## src/rtl/matrix_pkg.sv

```systemverilog
// Shared matrix definitions: dimension limits, request modes, scanner FSM states.
// Latency: n/a (declarations only).
// Backpressure: n/a.
package matrix_pkg;

    localparam int DIM_W     = 4;
    localparam int MAX_DIM   = 5;
    localparam int MAX_STORE = 8;

    typedef enum logic [1:0] {
        MODE_EXACT     = 2'd0,
        MODE_TRANSPOSE = 2'd1,
        MODE_MUL_RHS   = 2'd2,
        MODE_ANY       = 2'd3
    } req_mode_e;

    typedef enum logic [1:0] {
        ST_IDLE = 2'd0,
        ST_EMIT = 2'd1,
        ST_DONE = 2'd2
    } scan_state_e;

endpackage

```

## src/rtl/lsb_prio_enc.sv

```systemverilog
// Lowest-set-bit priority encoder: one-hot, binary index and any flag of a mask.
// Latency: combinational.
// Backpressure: none.
// Ports: req (mask in), onehot (lowest set bit), idx (its position), any (mask non-zero).
module lsb_prio_enc #(
    parameter int W     = 8,
    parameter int IDX_W = (W > 1) ? $clog2(W) : 1
) (
    input  logic [W-1:0]     req,
    output logic [W-1:0]     onehot,
    output logic [IDX_W-1:0] idx,
    output logic             any
);

    // Two's-complement trick isolates the lowest set bit.
    assign onehot = req & (~req + W'(1));
    assign any    = |req;

    // Scan from the top so the lowest set bit is the last writer.
    always_comb begin
        idx = '0;
        for (int i = W - 1; i >= 0; i--) begin
            if (req[i]) begin
                idx = IDX_W'(i);
            end
        end
    end

endmodule

```

## src/rtl/dim_match_scanner.sv

```systemverilog
// Snapshots storage dims on start and streams matching slot codes in ascending order.
// Latency: first hit (or done when empty) one cycle after start; one hit per cycle after.
// Backpressure: hit outputs hold while hit_valid && !hit_ready; no bubble between hits.
// Ports: clk/rst (sync, active-high); start/abort control; req_mode/req_m/req_n request;
//   stored_m/stored_n/slot_valid storage view; hit_* valid/ready stream; match_mask,
//   match_count snapshot results; busy; done pulse.
// Optional: DIM_SCAN_EXCLUDE_EN adds excl_valid/excl_slot to drop one slot from the scan.
module dim_match_scanner
    import matrix_pkg::*;
#(
    parameter int MAX_DIM   = matrix_pkg::MAX_DIM,
    parameter int MAX_STORE = matrix_pkg::MAX_STORE,
    parameter int DIM_W     = matrix_pkg::DIM_W,
    parameter int SLOT_W    = (MAX_STORE > 1) ? $clog2(MAX_STORE) : 1,
    parameter int CNT_W     = $clog2(MAX_STORE + 1)
) (
    input  logic                       clk,
    input  logic                       rst,
    input  logic                       start,
    input  logic                       abort,
    input  logic [1:0]                 req_mode,
    input  logic [DIM_W-1:0]           req_m,
    input  logic [DIM_W-1:0]           req_n,
    input  logic [DIM_W*MAX_STORE-1:0] stored_m,
    input  logic [DIM_W*MAX_STORE-1:0] stored_n,
    input  logic [MAX_STORE-1:0]       slot_valid,
`ifdef DIM_SCAN_EXCLUDE_EN
    input  logic                       excl_valid,
    input  logic [SLOT_W-1:0]          excl_slot,
`endif
    output logic                       busy,
    output logic                       hit_valid,
    input  logic                       hit_ready,
    output logic [SLOT_W-1:0]          hit_slot,
    output logic [DIM_W-1:0]           hit_m,
    output logic [DIM_W-1:0]           hit_n,
    output logic [CNT_W-1:0]           hit_idx,
    output logic                       hit_last,
    output logic [MAX_STORE-1:0]       match_mask,
    output logic [CNT_W-1:0]           match_count,
    output logic                       done
);

    scan_state_e            state_q, state_d;
    logic [MAX_STORE-1:0]   mask_q, pend_q;
    logic [CNT_W-1:0]       count_q, idx_q;
    logic [DIM_W-1:0]       snap_m_q [MAX_STORE];
    logic [DIM_W-1:0]       snap_n_q [MAX_STORE];

    logic [MAX_STORE-1:0]   new_mask;
    logic [CNT_W-1:0]       new_count;
    logic [MAX_STORE-1:0]   pend_onehot;
    logic [SLOT_W-1:0]      pend_idx;
    logic                   pend_any;
    logic                   is_last;
    logic                   dims_legal;

    // ---------------- match compare (live inputs, captured on start) ----------------
    assign dims_legal = (req_m != '0) && (req_n != '0) &&
                        (int'(req_m) <= MAX_DIM) && (int'(req_n) <= MAX_DIM);

    always_comb begin
        new_mask = '0;
        for (int i = 0; i < MAX_STORE; i++) begin
            logic [DIM_W-1:0] sm, sn;
            sm = stored_m[i*DIM_W +: DIM_W];
            sn = stored_n[i*DIM_W +: DIM_W];
            case (req_mode_e'(req_mode))
                MODE_EXACT:     new_mask[i] = dims_legal && (sm == req_m) && (sn == req_n);
                MODE_TRANSPOSE: new_mask[i] = dims_legal && (sm == req_n) && (sn == req_m);
                MODE_MUL_RHS:   new_mask[i] = dims_legal && (sm == req_n);
                default:        new_mask[i] = 1'b1;
            endcase
        end
        new_mask = new_mask & slot_valid;
`ifdef DIM_SCAN_EXCLUDE_EN
        // Lets a caller pick a second operand distinct from one already chosen.
        if (excl_valid && (int'(excl_slot) < MAX_STORE)) begin
            new_mask[excl_slot] = 1'b0;
        end
`endif
    end

    always_comb begin
        new_count = '0;
        for (int i = 0; i < MAX_STORE; i++) begin
            new_count = new_count + CNT_W'(new_mask[i]);
        end
    end

    // ---------------- hit selection from the pending mask ----------------
    lsb_prio_enc #(
        .W     (MAX_STORE),
        .IDX_W (SLOT_W)
    ) u_prio (
        .req    (pend_q),
        .onehot (pend_onehot),
        .idx    (pend_idx),
        .any    (pend_any)
    );

    // Current hit is last when nothing remains once it is taken.
    assign is_last = pend_any && ((pend_q & ~pend_onehot) == '0);

    // ---------------- FSM ----------------
    always_ff @(posedge clk) begin
        if (rst) begin
            state_q <= ST_IDLE;
        end else begin
            state_q <= state_d;
        end
    end

    always_comb begin
        state_d   = state_q;
        busy      = 1'b0;
        hit_valid = 1'b0;
        done      = 1'b0;
        case (state_q)
            ST_IDLE: begin
                // abort is irrelevant here: start always wins in IDLE.
                if (start) begin
                    state_d = (new_mask != '0) ? ST_EMIT : ST_DONE;
                end
            end
            ST_EMIT: begin
                busy      = 1'b1;
                hit_valid = 1'b1;
                if (abort) begin
                    state_d = ST_IDLE;
                end else if (hit_ready && is_last) begin
                    state_d = ST_DONE;
                end
            end
            ST_DONE: begin
                busy    = 1'b1;
                done    = 1'b1;
                state_d = ST_IDLE;
            end
            default: state_d = ST_IDLE;
        endcase
    end

    // ---------------- snapshot and progress registers ----------------
    always_ff @(posedge clk) begin
        if (rst) begin
            mask_q  <= '0;
            pend_q  <= '0;
            count_q <= '0;
            idx_q   <= '0;
            for (int i = 0; i < MAX_STORE; i++) begin
                snap_m_q[i] <= '0;
                snap_n_q[i] <= '0;
            end
        end else begin
            case (state_q)
                ST_IDLE: begin
                    if (start) begin
                        mask_q  <= new_mask;
                        pend_q  <= new_mask;
                        count_q <= new_count;
                        idx_q   <= '0;
                        for (int i = 0; i < MAX_STORE; i++) begin
                            snap_m_q[i] <= stored_m[i*DIM_W +: DIM_W];
                            snap_n_q[i] <= stored_n[i*DIM_W +: DIM_W];
                        end
                    end
                end
                ST_EMIT: begin
                    if (abort) begin
                        pend_q <= '0;
                        idx_q  <= '0;
                    end else if (hit_ready) begin
                        pend_q <= pend_q & ~pend_onehot;
                        idx_q  <= idx_q + CNT_W'(1);
                    end
                end
                ST_DONE: begin
                    idx_q <= '0;
                end
                default: ;
            endcase
        end
    end

    assign hit_slot    = hit_valid ? pend_idx : '0;
    assign hit_m       = hit_valid ? snap_m_q[pend_idx] : '0;
    assign hit_n       = hit_valid ? snap_n_q[pend_idx] : '0;
    assign hit_idx     = idx_q;
    assign hit_last    = hit_valid && is_last;
    assign match_mask  = mask_q;
    assign match_count = count_q;

endmodule

```

## config.mk

```make
export PLATFORM = sky130hd
export DESIGN_NAME = dim_match_scanner
export DESIGN_NICKNAME = d
export VERILOG_FILES = /design/src/rtl/matrix_pkg.sv /design/src/rtl/lsb_prio_enc.sv /design/src/rtl/dim_match_scanner.sv
export SDC_FILE = /design/constraint.sdc
export NUM_CORES = 1
export LEC_CHECK = 0
export BUFFER_PORTS_ARGS = -buffer_cell sky130_fd_sc_hd__clkbuf_2
export CELL_PAD_IN_SITES_DETAIL_PLACEMENT = 0
export CELL_PAD_IN_SITES_GLOBAL_PLACEMENT = 1
export CORE_ASPECT_RATIO = 1.4
export CORE_MARGIN = 8
export CORE_UTILIZATION = 39
export CTS_BUF_LIST = sky130_fd_sc_hd__clkbuf_8 sky130_fd_sc_hd__clkbuf_16
export CTS_CLUSTER_DIAMETER = 30
export DETAILED_ROUTE_END_ITERATION = 10
export PLACE_DENSITY_LB_ADDON = 0.1
export SETUP_SLACK_MARGIN = 0.1
export SYNTH_ARGS = -nofsm -noshare
export SYNTH_HDL_FRONTEND = slang
export SYNTH_SLANG_ARGS = --single-unit
```

## constraint.sdc

```tcl
create_clock -name clk -period 4.5 [get_ports clk]
set_clock_uncertainty 0.15 [all_clocks]
set_input_delay 0.675 -clock clk [delete_from_list [all_inputs] [get_ports clk]]
set_output_delay 0.675 -clock clk [all_outputs]
set_load 0.1 [all_outputs]
```

==> results.sh <==
export IMPL_overflow=0
export IMPL_fin_tns_setup_ps=0
export IMPL_finalCritPeriodShare=0.933
export IMPL_grt_pass1_vias=5158
export IMPL_gp_congestion=0.888
export IMPL_post_cts_setup_buffers=0
export IMPL_first_iter_violations=339
export IMPL_p_total_mw=3.07
export IMPL_die_area_um2=19800
export IMPL_ys_flop_type="edfxtp_1"
export IMPL_drc_errors=0
export IMPL_synth_top_cell_area_share=0.317
export IMPL_cts_sinks=90
export IMPL_cp_data_required_time_ps=4620
export IMPL_ir_drop_uv=455
export IMPL_cts_root_buf="clkbuf_16"
export IMPL_finalHoldViolations=0
export IMPL_seq_area_frac_synth=0.403
export IMPL_tightest_slew_ps=934
export IMPL_drt_wl_total_mm=19.4
export IMPL_end_kind="register"
export IMPL_synthArstFlopShare=0
export IMPL_avgViaCountPerCell=5.24
export IMPL_cpMostUsedCell="fa_1"
export IMPL_port_buffers=117
export IMPL_clk_pin_slew_ps=70
export IMPL_status="completed"
export IMPL_synth_edf_count=64
export IMPL_std_cell_rows=54
export IMPL_netlist_top_cells_area="edfxtp_1, xor2_1, dfxtp_1"
export IMPL_crit_buf_inv=4
export IMPL_gr_usage_all_layers=0.197
export IMPL_syn_area_per_cell_um2=10.4
export IMPL_design_area_um2=7350
export IMPL_crit_slowest_cell="fa_1"
export IMPL_cp_data_arrival_time_ps=4310
export IMPL_placed_area_um2=7010
export IMPL_cts_max_level=3
export IMPL_antenna_left=0
export IMPL_io_pins=118
export IMPL_rsz0062_at_grt="false"
export IMPL_syn_nets=682
export IMPL_synth_area_um2=6060
export IMPL_startpoint_type="input pin"
export IMPL_fmax_mhz=238
export IMPL_cts_buffer_depth=2
export IMPL_cts_buffers=9
export IMPL_drt_wirelength_per_cell_um=21.2
export IMPL_setup_violations=0
export IMPL_crit_path_max_incr_delay_ps=430
export IMPL_r2r_slack_ps=1760
export IMPL_max_cap_violations=0
export IMPL_p_leak_nw=2.98
export IMPL_maxSlewViolCount=0
export IMPL_finalCriticalPeriod_ps=4200
export IMPL_synth_top_area_cell="edfxtp_1"
export IMPL_synth_cell_types=51
export IMPL_core_area_um2=15400
export IMPL_path_delay_family="adder cells"
export IMPL_die_w_um=121
export IMPL_antenna_found_initial=0
export IMPL_cp_max_fo=6
export IMPL_clkLatencyLatePin_ps=340
export IMPL_ys_ff_latch=90
export IMPL_drive_above_1_share=0.284
export IMPL_crit_type="in2reg"
export IMPL_synth_cells=582
export IMPL_fp_dieH_um=163
export IMPL_num_vias=4793
export IMPL_dp_hpwl_mm=15.7
export IMPL_min_path_type="reg2reg"
export IMPL_grt_max_degree=65
export IMPL_path_cells="clkbuf_2 -> a211oi_2 -> nand4_4 -> nor4_1 -> o2111ai_1 -> nand3_1 -> fa_1 -> inv_1 -> fa_1 -> fa_1 -> inv_1 -> ha_1 -> inv_1 -> fa_1 -> xor2_1 -> o21ai_0"
export IMPL_synth_common_cells="xor2_1, edfxtp_1, xnor2_1"
export IMPL_area_growth_syn_to_layout_pct=21.4
export IMPL_start_util=0.393
export IMPL_tritoncts="done"
export IMPL_grt_pass1_wl_mm=29.5
export IMPL_synth_most_common_cell="xor2_1"
export IMPL_n_antenna_cell=0
export IMPL_drtPass1Iterations=4
export IMPL_nets=813
export IMPL_yosysWarnings=0
export IMPL_relSlewSlack=0.376
export IMPL_powerDensity_nw_per_um2=417
export IMPL_nFillCells=1476
-- layout make-up --
type,instances,area (um2),area share
repair buffers,157,886,0.120
flip-flops and latches,90,2440,0.332
well taps,196,245,0.0333
inverters,14,52.6,0.00715
clock inverters,6,62.6,0.00851
clock buffers,10,250,0.0340
multi-input cells,441,3420,0.464
-- worst reg2reg max path, delay by kind of cell, from the launching register on --
family	cells	cell delay, ps
and+or+nand+nor	5	1560
DFF	1	400
adders and majority gates	1	280
AOI/OAI and AO/OA	1	220
buffers and inverters	1	80
-- cells in the final DEF, fill, tap and decap left out, types with 3 or more instances in the layout --
master       n
o21ai_0     21
and2_1      50
nand2_1     22
o2111ai_1    3
mux4_2      16
nand4_1     11
clkbuf_16   10
mux2i_1      8
dfxtp_1     26
and3_1       4
clkbuf_2   117
or3_1        6
a22o_1       4
buf_4       40
nand2b_1     3
fa_1         4
edfxtp_1    64
xnor2_1     49
inv_1       14
ha_1         9
a21oi_1     15
nor3_1      14
xor2_1      79
o21ai_1      7
nand3_1      7
nor2_1      31
a31oi_1      4
nor2b_1     23
nor4_1      18
-- through the flow --
stage	worst slack [ps]	hold WS, ps	cells	utilization
finish	303	302	914	0.477
CTS	269	311	914	0.475
floorplan	130	374	582	-
global route	106	345	914	0.477
global placement	-104	289	898	0.455
detailed placement	-101	296	898	0.455
-- power by group --
part	internal, mW	switching, mW	total, mW	leakage, nW
combinational	0.393	0.786	1.18	1.92
sequential	1.05	0.0506	1.10	0.898
clock	0.465	0.321	0.785	0.160
-- cell families after synthesis --
group	Yosys count	synth area share
AOI/OAI and AO/OA	72	0.0746
xor gates and xnor gates	130	0.188
adders and majority gates	14	0.0335
buffers and inverters	51	0.0405
DFF	90	0.403
muxes	24	0.0727
and+or+nand+nor	201	0.187
-- what timing repair did --
item	4_1_cts	5_1_grt
resized for setup	0	6
hold buffers	0	0
endpoints found under the hold margin	0	0
setup endpoints to repair	0	2
-- flip-flops by register name (all words and copies together) (netlist names) --
register     cells
state_q          2
pend_q           8
hit_idx          4
snap_m_q        32
match_mask       8
snap_n_q        32
match_count      4
-- final timing paths --
path	from	endpoint	cells after the start
max	req_n[2]	match_count[2]	16
min	match_mask[7]	match_mask[7]	2
min reg2reg	match_mask[7]	match_mask[7]	2
max reg2reg	state_q[1]	pend_q[6]	8
-- routing by layer --
metal	global-route usage	vias up	part of all wire
met5	0	-	0
met4	0.107	0	0.042
met3	0.0301	44	0.042
met2	0.336	143	0.50
met1	0.231	2289	0.41
li1	-	2317	-
Power figures use the tool's default switching activity.
